===== src/rtl/seg7_scan_to_bcd.sv =====
// rtl/seg7_scan_to_bcd.sv - debounced capture of a multiplexed 7-segment display scan into a 4-digit BCD frame
module seg7_scan_to_bcd #(
    parameter int STABLE_CNT = 2,
    parameter int TIMEOUT    = 1024
) (
    input  logic        i_clk,
    input  logic        i_rst,
    input  logic [7:0]  i_seg,
    input  logic [3:0]  i_dig_sel,
    input  logic        i_strobe,
    output logic [15:0] o_BCD,
    output logic [3:0]  o_blank,
    output logic [3:0]  o_dp,
    output logic        o_valid,
    output logic        o_frame_err,
    output logic        o_timeout
);
    localparam logic [1:0] S_IDLE    = 2'd0;
    localparam logic [1:0] S_COLLECT = 2'd1;
    localparam logic [1:0] S_EMIT    = 2'd2;

    localparam int          TW       = $clog2(TIMEOUT + 1);
    localparam logic [TW-1:0] TMO_LAST = TW'(TIMEOUT - 1);
    localparam logic [3:0]  STABLE   = 4'(STABLE_CNT);

    logic [1:0]    state_q, state_d;
    logic [3:0]    mask_q, mask_d, mask_base;
    logic [11:0]   pat_q, pat_d;
    logic [3:0]    stab_q, stab_d;
    logic [TW-1:0] tmo_q, tmo_d;
    logic [15:0]   slot_bcd_q, slot_bcd_d;
    logic [3:0]    slot_blank_q, slot_blank_d;
    logic [3:0]    slot_dp_q, slot_dp_d;
    logic [3:0]    slot_err_q, slot_err_d;
    logic [15:0]   bcd_q, bcd_d;
    logic [3:0]    blank_q, blank_d;
    logic [3:0]    dp_q, dp_d;
    logic          err_q, err_d;
    logic          valid_q, valid_d;
    logic          timeout_q, timeout_d;

    logic          qual, same, accept;
    logic [5:0]    dec;

    // Returns {blank, err, nibble}
    function automatic logic [5:0] decode(input logic [6:0] seg);
        case (seg)
            7'h3F:   decode = {2'b00, 4'h0};
            7'h06:   decode = {2'b00, 4'h1};
            7'h5B:   decode = {2'b00, 4'h2};
            7'h4F:   decode = {2'b00, 4'h3};
            7'h66:   decode = {2'b00, 4'h4};
            7'h6D:   decode = {2'b00, 4'h5};
            7'h7D:   decode = {2'b00, 4'h6};
            7'h07:   decode = {2'b00, 4'h7};
            7'h7F:   decode = {2'b00, 4'h8};
            7'h6F:   decode = {2'b00, 4'h9};
            7'h00:   decode = {2'b10, 4'hF};
            default: decode = {2'b01, 4'hE};
        endcase
    endfunction

    assign qual = i_strobe && (i_dig_sel != 4'd0) && ((i_dig_sel & (i_dig_sel - 4'd1)) == 4'd0);
    assign same = ({i_dig_sel, i_seg} == pat_q);
    assign dec  = decode(i_seg[6:0]);

    // A saturated counter sitting at STABLE must not re-accept the same pattern
    always_comb begin
        stab_d = stab_q;
        pat_d  = pat_q;
        accept = 1'b0;
        if (qual) begin
            pat_d  = {i_dig_sel, i_seg};
            stab_d = same ? ((stab_q == 4'hF) ? 4'hF : stab_q + 4'd1) : 4'd1;
            accept = (stab_d == STABLE) && !(same && (stab_q == STABLE));
        end else if (i_strobe) begin
            stab_d = 4'd0;
        end
    end

    always_comb begin
        slot_bcd_d   = slot_bcd_q;
        slot_blank_d = slot_blank_q;
        slot_dp_d    = slot_dp_q;
        slot_err_d   = slot_err_q;
        for (int i = 0; i < 4; i++) begin
            if (accept && i_dig_sel[i]) begin
                slot_bcd_d[i*4 +: 4] = dec[3:0];
                slot_blank_d[i]      = dec[5];
                slot_err_d[i]        = dec[4];
                slot_dp_d[i]         = i_seg[7];
            end
        end
    end

    assign mask_base = (state_q == S_EMIT) ? 4'd0 : mask_q;

    always_comb begin
        state_d   = state_q;
        mask_d    = mask_base;
        tmo_d     = '0;
        bcd_d     = bcd_q;
        blank_d   = blank_q;
        dp_d      = dp_q;
        err_d     = err_q;
        valid_d   = 1'b0;
        timeout_d = 1'b0;
        case (state_q)
            S_IDLE, S_EMIT: begin
                if (accept) begin
                    mask_d  = mask_base | i_dig_sel;
                    state_d = S_COLLECT;
                end else begin
                    state_d = S_IDLE;
                end
            end
            S_COLLECT: begin
                if (accept) begin
                    mask_d = mask_q | i_dig_sel;
                    if (mask_d == 4'hF) begin
                        state_d = S_EMIT;
                        valid_d = 1'b1;
                        bcd_d   = slot_bcd_d;
                        blank_d = slot_blank_d;
                        dp_d    = slot_dp_d;
                        err_d   = |slot_err_d;
                    end
                end else if (tmo_q == TMO_LAST) begin
                    mask_d    = 4'd0;
                    state_d   = S_IDLE;
                    timeout_d = 1'b1;
                end else begin
                    tmo_d = tmo_q + TW'(1);
                end
            end
            default: begin
                state_d = S_IDLE;
                mask_d  = 4'd0;
            end
        endcase
    end

    always_ff @(posedge i_clk) begin
        if (i_rst) begin
            state_q      <= S_IDLE;
            mask_q       <= 4'd0;
            pat_q        <= 12'd0;
            stab_q       <= 4'd0;
            tmo_q        <= '0;
            slot_bcd_q   <= 16'd0;
            slot_blank_q <= 4'd0;
            slot_dp_q    <= 4'd0;
            slot_err_q   <= 4'd0;
            bcd_q        <= 16'd0;
            blank_q      <= 4'd0;
            dp_q         <= 4'd0;
            err_q        <= 1'b0;
            valid_q      <= 1'b0;
            timeout_q    <= 1'b0;
        end else begin
            state_q      <= state_d;
            mask_q       <= mask_d;
            pat_q        <= pat_d;
            stab_q       <= stab_d;
            tmo_q        <= tmo_d;
            slot_bcd_q   <= slot_bcd_d;
            slot_blank_q <= slot_blank_d;
            slot_dp_q    <= slot_dp_d;
            slot_err_q   <= slot_err_d;
            bcd_q        <= bcd_d;
            blank_q      <= blank_d;
            dp_q         <= dp_d;
            err_q        <= err_d;
            valid_q      <= valid_d;
            timeout_q    <= timeout_d;
        end
    end

    assign o_BCD       = bcd_q;
    assign o_blank     = blank_q;
    assign o_dp        = dp_q;
    assign o_frame_err = err_q;
    assign o_valid     = valid_q;
    assign o_timeout   = timeout_q;
endmodule


===== config.mk =====
export PLATFORM = sky130hd
export DESIGN_NAME = seg7_scan_to_bcd
export DESIGN_NICKNAME = d
export VERILOG_FILES = /design/src/rtl/seg7_scan_to_bcd.sv
export SDC_FILE = /design/constraint.sdc
export NUM_CORES = 1
export LEC_CHECK = 0
export CORE_MARGIN = 2
export CORE_UTILIZATION = 45
export CTS_BUF_LIST = sky130_fd_sc_hd__clkbuf_4
export DETAILED_ROUTE_END_ITERATION = 10
export GPL_TIMING_DRIVEN = 0
export PLACE_DENSITY = 0.63
export SKIP_CTS_REPAIR_TIMING = 1
export SLEW_MARGIN = 25
export SYNTH_ARGS = -nofsm -noshare
export SYNTH_HDL_FRONTEND = slang
export SYNTH_SLANG_ARGS = --single-unit
export TNS_END_PERCENT = 100

===== constraint.sdc =====
create_clock -name i_clk -period 2.5 [get_ports i_clk]
set_input_delay 0.5 -clock i_clk [delete_from_list [all_inputs] [get_ports i_clk]]
set_output_delay 0.5 -clock i_clk [all_outputs]
set_load 0.005 [all_outputs]

==> results.toml <==
[outcome]
outcome = "finished clean"

[grt]
grtUsageTotal_pct = 18.8
overflow = 0
antenna_found_initial = 0
grt_pass1_wl_um = 14800
grt_max_degree = 19
grt_pass1_vias = 3075

[power_and_ir_drop]
p_int_uw = 1710
finalPower_uw = 2400
sequentialPowerShare_pct = 59.1
p_leak_uw = 0.00181
p_sw_share_pct = 28.7
switching_power_uw = 690
pwr-share-clk_pct = 33.5
comb_power_share_pct = 7.4
ir_drop_mv = 0.377
p_per_area_nw_per_um2 = 516

[critical_path]
cp_slowest_cell = "clkdlybuf4s50_1"
startpoint = "i_seg[1]"
critical_path_depth = 8
worstReg2RegStart = "stab_q[0]"
critPathBufInv = 2
cpPeakStageDelay_ps = 490
cp_max_fo = 10
path_cells = "clkdlybuf4s50_1 -> clkbuf_2 -> or4b_1 -> a21oi_1 -> o21bai_1 -> o21ai_1 -> mux2i_1 -> o22ai_1"
reg2reg_to = "slot_err_q[2]"
start_kind = "input pin"
worstSetupEndpointType = "register"
cpLargestDelayFamily = "compound AO/OA/AOI/OAI gates"
rrSetupSlack_ps = 140
critPathCapture = "o_BCD[3]"
required_ps = 2820
worstPathArrival_ps = 2730
worstRegToRegCells = 8
criticalPathCategory = "in -> reg"

[synthesis]
synth_area_per_cell_sq_um = 8.98
synthesis.area_sq_um = 3960
async_flop_share_pct = 0
yosysWarningCount = 0
synth_top_area_cell = "dfxtp_1"
postSynthCellCount = 441
ys.flop_type = "dfxtp_1"
synth_top_area_share_pct = 44.5
ys_seq_elements = 88
yosysSeqAreaShare_pct = 44.5
synth_edf_count = 0
yosysMostFrequentCell = "dfxtp_1"
synthesis.nets = 459
synth_common_cells = "88 x dfxtp_1, 67 x nor2_1, 40 x nand2_1"
yosys-top-cells-area = "dfxtp_1 44%, mux2i_1 6.8%, nor2_1 6.4%, nand2_1 3.8%, xor2_1 3.3%"
ys_types = 55

[floorplanning]
start_util_pct = 45.9
fp.dieArea_sq_um = 9570
coreArea_sq_um = 8640
die_w_um = 97.8
rows = 34
io_pins = 42
die_h_um = 97.8

[timing]
rsz0062_at_grt = "true"
slew_viol_final = 0
fmax_mhz = 416
finalCriticalPeriod_ps = 2400
hold_viol = 0
skew_ps = 22.9
tightest_slew_ps = 607
relSlewSlack_pct = 59.5
finalCritPeriodShare_pct = 96.2
fin_tns_setup_ps = 0
hold_slack_ps = 309
setup_viol = 0

[clock_tree]
cts.sinks = 88
clockBufferDepth = 2
clk_pin_slew_ps = 160
cts_tree = "built"
htree_levels = 3
cts_root_buffer = "clkbuf_4"
cts_buffers = 9
worstSkewPairLatency_ps = 450

[finish]
final_cell_area_sq_um = 4650
antenna_cells = 0
synthToLayoutAreaGrowth_pct = 17.4
drive_gt1_share_pct = 11.3
fin_nets = 508

[route]
wirelength_um = 8940
dr.pass1.iters = 4
postRouteAntennaNets = 0
wl_per_cell_um = 14.8
drcViolationCount = 0
vias = 3239
drtIter0Drc = 152
avgViaCountPerCell = 5.37

[hold_path]
hold_class = "in -> reg"

[placement]
gp_congestion = 0.850
dpl_cell_area_sq_um = 4420
dp_hpwl_um = 6320
port_buffers = 32

[run]
max_cap_violations = 0
## layout by cell type, fill, tap and decap left out, drive strengths merged, types with 9 or more instances in the layout
cell type      instances
dfxtp                 88
a21oi                 23
nand2                 40
mux2i                 27
o22ai                 15
a211oi                14
nor2                  67
inv                    9
clkdlybuf4s50         31
nand2b                20
clkbuf                26
buf                   18
nand3                 15
xor2                  17
## flip-flops by register name, indices dropped and copies added, names as in the netlist
| signal | count |
|---|---|
| o_BCD | 16 |
| slot_bcd_q | 16 |
| pat_q | 12 |
| tmo_q | 11 |
| mask_q | 4 |
| o_blank | 4 |
| o_dp | 4 |
| slot_blank_q | 4 |
| slot_dp_q | 4 |
| slot_err_q | 4 |
| stab_q | 4 |
| state_q | 2 |
| o_frame_err | 1 |
| o_timeout | 1 |
| o_valid | 1 |
## power groups by stage
stage / combinational [uW] / sequential [uW] / clock (uW)
6_report: 177 / 1420 / 803
3_5_place_dp: 174 / 1450 / 0
3_3_place_gp: 170 / 1450 / 0
5_1_grt: 195 / 1420 / 885
4_1_cts: 175 / 1420 / 824
2_1_floorplan: 125 / 1450 / 0
## area by class of cell
class / count / area [sq um]
repair buffers: 39 / 375
plain buffers: 28 / 161
fillers: 825 / 3990
inverters: 7 / 26.3
clock inverters: 7 / 77.6
well taps: 108 / 135
multi-input cells: 317 / 2040
flip-flops and latches: 88 / 1760
clock buffers: 9 / 67.6
## worst min-delay path by stage
stage	start	to	slack [ps]	cells past startpoint
after floorplan	tmo_q[10]	tmo_q[10]	420	2
after global placement	tmo_q[10]	tmo_q[10]	430	2
after detailed placement	tmo_q[10]	o_timeout	450	1
after CTS	i_seg[3]	pat_q[3]	290	3
after global routing	i_seg[4]	pat_q[4]	300	3
final	i_seg[3]	pat_q[3]	310	3
## per-stage QoR
step,std cells,worst slack [ps],util (%)
floorplan,441,248,-
global placement,581,-708,51.1
detailed placement,581,-694,51.1
CTS,597,-215,52.8
global route,603,-34.5,53.8
finish,603,95.0,53.8
## logic make-up after synthesis
group                      after synthesis  share of synthesized area (%)
DFF                                     88                           44.5
muxes                                   27                           6.82
buffers and inverters                   36                           4.74
adders and majority gates                3                          0.948
xor gates and xnor gates                22                           5.24
AOI/OAI and AO/OA                       80                           13.1
and+or+nand+nor                        185                           24.6
## worst register-to-register path, delay by kind of cell, from the launching register on
kind	cells	cell delay (ps)
flip-flops	1	400
adder cells (fa/ha/maj)	1	270
buffers and inverters	1	200
AND/OR/NAND/NOR	4	1090
AO/OA/AOI/OAI	2	350
## routing by layer
layer  track usage [%]  vias up  routed length, um
met4              5.34        0                 71
met1              26.1     1531               4320
li1                  -     1644                  -
met5                 0        -                  0
met3              3.65        7                359
met2              30.2       57               4200
Note: power is estimated with default switching activity, not from simulation.
